[src/rtl/div_pkg.sv]
// Shared constants and state encoding for the multi-cycle divider.
// Imported by the divider top and its trial-subtract step.
package div_pkg;

    localparam int DivDataW = 32;
    localparam int DivCntW  = 6;

    typedef enum logic [1:0] {
        DivFree   = 2'b00,
        DivByZero = 2'b01,
        DivOn     = 2'b10,
        DivEnd    = 2'b11
    } div_state_e;

    localparam logic DivResultReady    = 1'b1;
    localparam logic DivResultNotReady = 1'b0;
    localparam logic DivStart          = 1'b1;
    localparam logic DivStop           = 1'b0;
    localparam logic DivSigned         = 1'b1;
    localparam logic DivUnsigned       = 1'b0;

    localparam logic [31:0] ZeroWord   = 32'h0000_0000;
    localparam logic [63:0] DoubleZero = 64'h0;

endpackage

[src/rtl/div_step.sv]
// One restoring-division step: compares the widened partial remainder
// against the divisor and returns the difference for the restore decision.
module div_step
    import div_pkg::*;
#(
    parameter int DATA_W = DivDataW
) (
    input  logic [DATA_W:0]   partial_i,
    input  logic [DATA_W-1:0] divisor_i,
    output logic              ge_o,
    output logic [DATA_W:0]   diff_o
);

    logic [DATA_W:0] divisor_ext;

    always_comb begin
        divisor_ext = {1'b0, divisor_i};
        ge_o        = (partial_i >= divisor_ext);
        diff_o      = partial_i - divisor_ext;
    end

endmodule

[src/rtl/div.sv]
// Radix-2 restoring divider for DIV/DIVU: latches operand magnitudes, runs
// DATA_W trial-subtract steps, then applies MIPS sign rules to {rem, quo}.
module div
    import div_pkg::*;
#(
    parameter int DATA_W = DivDataW,
    parameter int CNT_W  = DivCntW
) (
    input  logic                clk,
    input  logic                rst,
    input  logic                signed_div_i,
    input  logic [DATA_W-1:0]   opdata1_i,
    input  logic [DATA_W-1:0]   opdata2_i,
    input  logic                start_i,
    input  logic                annul_i,
    output logic [2*DATA_W-1:0] result_o,
    output logic                ready_o
);

    localparam logic [CNT_W-1:0] LastCnt = CNT_W'(DATA_W);

    div_state_e          state_q, state_d;
    logic [CNT_W-1:0]    cnt_q, cnt_d;
    logic [DATA_W-1:0]   dvd_q, dvd_d;    // dividend, shifted out as quotient shifts in
    logic [DATA_W-1:0]   dvs_q, dvs_d;
    logic [DATA_W-1:0]   rem_q, rem_d;
    logic                neg_quo_q, neg_quo_d;
    logic                neg_rem_q, neg_rem_d;
    logic [2*DATA_W-1:0] result_q, result_d;
    logic                ready_q, ready_d;

    logic [DATA_W:0]     partial;
    logic [DATA_W:0]     diff;
    logic                ge;
    logic                op1_neg, op2_neg;
    logic [DATA_W-1:0]   op1_mag, op2_mag;
    logic [DATA_W-1:0]   quo_fix, rem_fix;

    assign partial = {rem_q, dvd_q[DATA_W-1]};

    div_step #(.DATA_W(DATA_W)) u_step (
        .partial_i (partial),
        .divisor_i (dvs_q),
        .ge_o      (ge),
        .diff_o    (diff)
    );

    always_comb begin
        op1_neg = (signed_div_i == DivSigned) && opdata1_i[DATA_W-1];
        op2_neg = (signed_div_i == DivSigned) && opdata2_i[DATA_W-1];
        op1_mag = op1_neg ? -opdata1_i : opdata1_i;
        op2_mag = op2_neg ? -opdata2_i : opdata2_i;
        quo_fix = neg_quo_q ? -dvd_q : dvd_q;
        rem_fix = neg_rem_q ? -rem_q : rem_q;
    end

    always_comb begin
        state_d   = state_q;
        cnt_d     = cnt_q;
        dvd_d     = dvd_q;
        dvs_d     = dvs_q;
        rem_d     = rem_q;
        neg_quo_d = neg_quo_q;
        neg_rem_d = neg_rem_q;
        result_d  = result_q;
        ready_d   = ready_q;

        unique case (state_q)
            DivFree: begin
                ready_d  = DivResultNotReady;
                result_d = '0;
                if (start_i == DivStart && !annul_i) begin
                    state_d   = (opdata2_i == '0) ? DivByZero : DivOn;
                    cnt_d     = '0;
                    dvd_d     = op1_mag;
                    dvs_d     = op2_mag;
                    rem_d     = '0;
                    neg_quo_d = op1_neg ^ op2_neg;
                    neg_rem_d = op1_neg;
                end
            end
            DivByZero: begin
                result_d = '0;
                if (annul_i) begin
                    state_d = DivFree;
                    ready_d = DivResultNotReady;
                end else begin
                    state_d = DivEnd;
                    ready_d = DivResultReady;
                end
            end
            DivOn: begin
                if (annul_i) begin
                    state_d  = DivFree;
                    cnt_d    = '0;
                    ready_d  = DivResultNotReady;
                    result_d = '0;
                end else if (cnt_q != LastCnt) begin
                    rem_d = ge ? diff[DATA_W-1:0] : partial[DATA_W-1:0];
                    dvd_d = {dvd_q[DATA_W-2:0], ge};
                    cnt_d = cnt_q + 1'b1;
                end else begin
                    state_d  = DivEnd;
                    cnt_d    = '0;
                    result_d = {rem_fix, quo_fix};
                    ready_d  = DivResultReady;
                end
            end
            DivEnd: begin
                // annul_i deliberately ignored: the result is already committed
                if (start_i == DivStop) begin
                    state_d  = DivFree;
                    ready_d  = DivResultNotReady;
                    result_d = '0;
                end
            end
            default: state_d = DivFree;
        endcase
    end

    always_ff @(posedge clk) begin
        if (!rst) begin
            state_q   <= DivFree;
            cnt_q     <= '0;
            dvd_q     <= '0;
            dvs_q     <= '0;
            rem_q     <= '0;
            neg_quo_q <= 1'b0;
            neg_rem_q <= 1'b0;
            result_q  <= '0;
            ready_q   <= DivResultNotReady;
        end else begin
            state_q   <= state_d;
            cnt_q     <= cnt_d;
            dvd_q     <= dvd_d;
            dvs_q     <= dvs_d;
            rem_q     <= rem_d;
            neg_quo_q <= neg_quo_d;
            neg_rem_q <= neg_rem_d;
            result_q  <= result_d;
            ready_q   <= ready_d;
        end
    end

    assign result_o = result_q;
    assign ready_o  = ready_q;

endmodule

[config.mk]
export PLATFORM = sky130hd
export DESIGN_NAME = div
export DESIGN_NICKNAME = d
export VERILOG_FILES = /design/src/rtl/div_pkg.sv /design/src/rtl/div_step.sv /design/src/rtl/div.sv
export SDC_FILE = /design/constraint.sdc
export NUM_CORES = 1
export LEC_CHECK = 0
export CAP_MARGIN = 10
export CORE_ASPECT_RATIO = 2
export CORE_MARGIN = 2
export CORE_UTILIZATION = 59
export CTS_CLUSTER_DIAMETER = 80
export DETAILED_ROUTE_END_ITERATION = 10
export PLACE_DENSITY = 0.79
export SYNTH_ARGS = -nofsm -noshare
export SYNTH_HDL_FRONTEND = slang
export SYNTH_HIERARCHICAL = 1
export SYNTH_SLANG_ARGS = --single-unit
[constraint.sdc]
create_clock -name clk -period 7.4 [get_ports clk]
set_input_delay 1.85 -clock clk [delete_from_list [all_inputs] [get_ports clk]]
set_output_delay 1.85 -clock clk [all_outputs]
set_load 0.1 [all_outputs]
==> results of run 1 <==
==> metal layers <==
layer	routed length, um	track usage	up-vias
li1	-	-	5674
met4	4550	0.384	0
met3	2050	0.0641	222
met5	0	0	-
met2	21200	0.707	530
met1	12500	0.328	5631
==> path summary, 6_finish.rpt <==
kind,startpoint,end,depth (start not counted)
worst max-delay path,opdata1_i[0],dvd_q[30],8
worst min-delay path,result_o[43],result_o[43],2
worst max register to register,rem_q[10],rem_q[23],11
worst min register to register,result_o[43],result_o[43],2
==> flip-flops by register name (all words and copies together), names as in the netlist <==
register / flops
result_o: 64
dvd_q: 32
cnt_q: 6
neg_quo_q: 1
dvs_q: 32
neg_rem_q: 1
rem_q: 32
ready_o: 1
state_q: 2
==> critical path, stage by stage <==
cell	delay (ps)
clkdlybuf4s50_1	440
inv_1	100
ha_1	180
nor3b_1	790
nand4_1	370
nor4_1	460
mux2i_1	230
o221ai_1	120
==> layout by cell type, fill, tap and decap left out, drive strengths merged, types with 24 or more instances in the layout <==
| cell | instances |
|---|---|
| nand2 | 174 |
| dfxtp | 171 |
| clkdlybuf4s50 | 132 |
| a21oi | 128 |
| o21ai | 111 |
| nor2 | 98 |
| inv | 75 |
| xor2 | 74 |
| nand3 | 56 |
| xnor2 | 49 |
| ha | 42 |
| nor3 | 35 |
| nand4 | 33 |
| mux2 | 32 |
| nor4 | 27 |
| o31ai | 24 |
==> where the power goes <==
group / leakage [nW] / total (mW) / switching (mW) / internal, mW
Combinational: 3.40 / 1.69 / 1.07 / 0.621
Clock: 0.289 / 0.913 / 0.427 / 0.486
Sequential: 1.39 / 1.14 / 0.140 / 1.00
==> layout make-up <==
type | count | area share
multi-input cells | 1188 | 0.562
flip-flops and latches | 171 | 0.249
repair buffers | 145 | 0.103
clock buffers | 18 | 0.0320
well taps | 262 | 0.0239
inverters | 67 | 0.0183
clock inverters | 14 | 0.0110
diodes | 1 | 0.000182
==> flow_metrics.py, run 1 <==
metrics = {
    "logic_synthesis": {
        "synthCells": 1531,
        "syn_area_um2": 11800,
        "synth.avg_cell_area_um2": 7.71,
        "synthesis.nets": 1643,
        "ys_warn_count": 6,
    },
    "power_and_ir_drop": {
        "p_per_area_nw_per_um2": 273,
        "p_leak_nw": 5.07,
        "ir_drop_mv": 0.196,
        "power.total_mw": 3.75,
    },
    "die": {
        "ios": 134,
        "chipHeight_um": 204,
        "start_util": 0.598,
        "die_area_um2": 21200,
        "core_area_um2": 19700,
        "rows": 73,
        "dieWidth_um": 104,
    },
    "place": {
        "port_buffers": 133,
        "place_hpwl_mm": 30.1,
        "placed_area_um2": 13100,
        "placed_cells": 1833,
        "dpl_worst_slack_ps": 2780,
        "routabilityCongestion": 0.969,
    },
    "clock_network": {
        "ctsResizeCount": 0,
        "htreeDepth": 4,
        "clk_path_buf_depth": 2,
        "cts_buffers": 17,
        "cts-root-buf": "clkbuf_16",
        "clk_pin_slew_worst_paths_ps": 70,
        "cts.hold.buffers_added": 0,
        "post_cts_buffers": 0,
        "insertion_delay_ps": 460,
        "clock-sinks": 171,
        "cts_tree": "done",
    },
    "detailed_routing": {
        "drt_iter0_drc": 760,
        "wire_per_inst_um": 21.5,
        "avgViaCountPerCell": 6.46,
        "vias": 12100,
        "ant_nets": 0,
        "routed_wl_mm": 40.2,
        "first_pass_iters": 7,
        "drc": 0,
    },
    "global_routing": {
        "grt_max_degree": 58,
        "grt_pass1_vias": 12000,
        "grt_pass1_wl_mm": 62.3,
        "grt_overflow": 0,
        "grt_usage": 0.379,
        "antenna_found_initial": 0,
    },
    "timing": {
        "worst_slew_pin_slew_ps": 1130,
        "finalCritPeriodShare": 0.567,
        "fin_tns_setup_ps": 0,
        "clock.fmax_mhz": 238,
        "period_minus_slack_ps": 4200,
        "slew_headroom": 0.243,
        "maxSlewViolCount": 0,
        "rsz0062_at_grt": "false",
        "setup_violations": 0,
        "fin_skew_ps": 9.41,
        "whs_ps": 451,
        "setup_ws_ps": 3200,
        "hold_viol": 0,
    },
    "critical_path": {
        "path_class": "in -> reg",
        "regToRegSetupSlack_ps": 3290,
        "crit_arrival_ps": 4530,
        "end_kind": "flip-flop",
        "cp_max_fo": 8,
        "cp-start-kind": "primary input",
        "crit_required_ps": 7730,
    },
    "run_status": {
        "outcome": "finished clean",
    },
    "final_layout": {
        "nFillCells": 1705,
        "multiInputGateArea_um2": 7710,
        "design_area_um2": 13700,
        "layout.nets": 1702,
        "area_delta_synth_final_pct": 16.3,
        "fin_cells": 1866,
        "final_core_util": 0.696,
        "seq_area_um2": 3420,
        "drive_gt1_frac": 0.0724,
    },
    "run": {
        "cap_viol_max_count": 0,
    },
    "worst_hold_path": {
        "hold_class": "reg -> reg",
    },
}
No activity file was read; power rests on OpenSTA's default activity.
==> run 2: changes to the inputs <==
--- a/config.mk
+++ b/config.mk
@@ -8,10 +8,10 @@
 export CAP_MARGIN = 10
 export CORE_ASPECT_RATIO = 2
 export CORE_MARGIN = 2
-export CORE_UTILIZATION = 59
+export CORE_UTILIZATION = 52
 export CTS_CLUSTER_DIAMETER = 80
 export DETAILED_ROUTE_END_ITERATION = 10
-export PLACE_DENSITY = 0.79
+export PLACE_DENSITY = 0.74
 export SYNTH_ARGS = -nofsm -noshare
 export SYNTH_HDL_FRONTEND = slang
 export SYNTH_HIERARCHICAL = 1
==> constraint.sdc (replaced) <==
create_clock -name clk -period 3.8 [get_ports clk]
set_input_delay 0.95 -clock clk [delete_from_list [all_inputs] [get_ports clk]]
set_output_delay 0.95 -clock clk [all_outputs]
set_load 0.1 [all_outputs]
==> run 2 against run 1 <==
Against the previous run: sequential power is 90% higher; via count down 2.1%; sequential share of layout area shrank 0.39 points; cell count increased by 2.3%; sequential cell count stayed put; setup slack worse by 2700 ps; combinational power rose by 98%; clock-buffer cell count shrank 1; critical endpoint is now rem_q[14]; highest routed layer unchanged.
==> flow_metrics.py, run 2 (synthesized netlist as in run 1, its figures left out) <==
metrics = {
    "timing": {
        "finalCritPeriodShare": 0.865,
        "worst_slew_pin_slew_ps": 1040,
        "maxSlewViolCount": 0,
        "clock.fmax_mhz": 304,
        "fin_skew_ps": 10.1,
        "period_minus_slack_ps": 3290,
        "setup_violations": 0,
        "fin_tns_setup_ps": 0,
        "slew_headroom": 0.304,
        "rsz0062_at_grt": "false",
        "hold_viol": 0,
    },
    "detailed_routing": {
        "vias": 11800,
        "drc": 0,
        "first_pass_iters": 5,
        "routed_wl_mm": 35.4,
        "drt_iter0_drc": 932,
        "ant_nets": 0,
        "wire_per_inst_um": 18.6,
        "avgViaCountPerCell": 6.19,
    },
    "run": {
        "cap_viol_max_count": 0,
    },
    "critical_path": {
        "crit_required_ps": 4120,
        "r2r_cells": 11,
        "cp_max_fo": 31,
        "slowest_delay_ps": 490,
        "path_cells": "ha_1 -> nand4_4 -> or3_1 -> o311ai_2 -> nand4b_1 -> a21oi_1 -> a2bb2oi_2 -> buf_12 -> mux2_2 -> nand3_1 -> a21oi_1",
        "path_class": "reg -> reg",
        "end_kind": "flip-flop",
        "crit_top_cell": "a21oi_1",
        "crit_arrival_ps": 3610,
        "cp-start-kind": "flip-flop",
        "cpMaxStageDelayCell": "ha_1",
    },
    "final_layout": {
        "largest_reg_flops": 64,
        "nFillCells": 2141,
        "seq_area_um2": 3420,
        "layout_common_cells": "nand2_1, dfxtp_1, clkdlybuf4s50_1",
        "drive_gt1_frac": 0.0860,
        "area_delta_synth_final_pct": 18.2,
        "layout.nets": 1727,
        "multiInputGateArea_um2": 7710,
        "fin_cells": 1908,
        "layout_commonest_cell": "nand2_1",
        "num_antenna_cells": 0,
    },
    "clock_network": {
        "insertion_delay_ps": 450,
        "cts-root-buf": "clkbuf_16",
        "post_cts_buffers": 0,
        "clock-sinks": 171,
        "clk_path_buf_depth": 2,
        "cts.hold.buffers_added": 0,
        "htreeDepth": 4,
        "clk_pin_slew_worst_paths_ps": 70,
        "ctsResizeCount": 0,
        "cts_tree": "done",
        "cts_buffers": 17,
    },
    "power_and_ir_drop": {
        "p_leak_nw": 5.21,
        "p_per_area_nw_per_um2": 516,
        "ir_drop_mv": 0.498,
    },
    "die": {
        "rows": 78,
        "die_area_um2": 24000,
        "start_util": 0.526,
        "dieWidth_um": 111,
        "chipHeight_um": 217,
        "ios": 134,
        "core_area_um2": 22400,
    },
    "place": {
        "routabilityCongestion": 0.935,
        "port_buffers": 133,
        "place_hpwl_mm": 26.6,
        "placed_cells": 1876,
    },
    "global_routing": {
        "antenna_found_initial": 0,
        "grt_max_degree": 73,
        "grt_pass1_wl_mm": 56.7,
        "grt_usage": 0.288,
        "grt_pass1_vias": 11100,
        "grt_overflow": 0,
    },
    "worst_hold_path": {
        "whs_path_depth": 2,
        "hold_class": "reg -> reg",
    },
    "run_status": {
        "outcome": "finished clean",
    },
}
==> run 2: final timing paths <==
path | endpoint | slack [ps] | startpoint
min | result_o[13] | 450 | result_o[13]
max | rem_q[14] | 510 | rem_q[10]
min reg2reg | result_o[13] | 450 | result_o[13]
max reg2reg | rem_q[14] | 510 | rem_q[10]
==> run 2: power by group <==
part | total, mW | internal, mW | switching, mW
Combinational | 3.35 | 1.28 | 2.07
Sequential | 2.17 | 1.96 | 0.213
Clock | 1.67 | 0.902 | 0.768
==> run 2: layout make-up <==
class | count | share of cell area
clock buffer | 17 | 0.0305
clock inverter | 15 | 0.00879
inverter | 67 | 0.0180
multi-input combinational | 1188 | 0.553
sequential | 171 | 0.246
tap | 280 | 0.0251
timing repair buffer | 170 | 0.119
==> run 2: stage by stage <==
stage	util	power, mW	setup slack, ps	area [um2]	hold slack [ps]
4_1_cts	0.621	7.17	554	13900	455
6_report	0.621	7.19	514	13900	448
3_3_place_gp	0.597	5.43	351	13400	434
3_5_place_dp	0.597	5.50	302	13400	441
2_1_floorplan	-	4.59	535	11800	432
5_1_grt	0.621	7.61	336	13900	477
==> run 2: worst max-delay path: cells and delay by family, from the launching register on <==
family,cells,cell delay (ps)
AO/OA/AOI/OAI,4,830
adder cells (fa/ha/maj),1,490
buffers and inverters,1,230
flip-flops,1,390
multiplexers,1,360
AND/OR/NAND/NOR,4,840
==> run 2: per-layer routing <==
layer	GRT usage	vias up	share of wire
met4	0.118	0	0.030
li1	-	5714	-
met2	0.502	456	0.50
met3	0.0440	72	0.061
met5	0	-	0
met1	0.355	5561	0.41
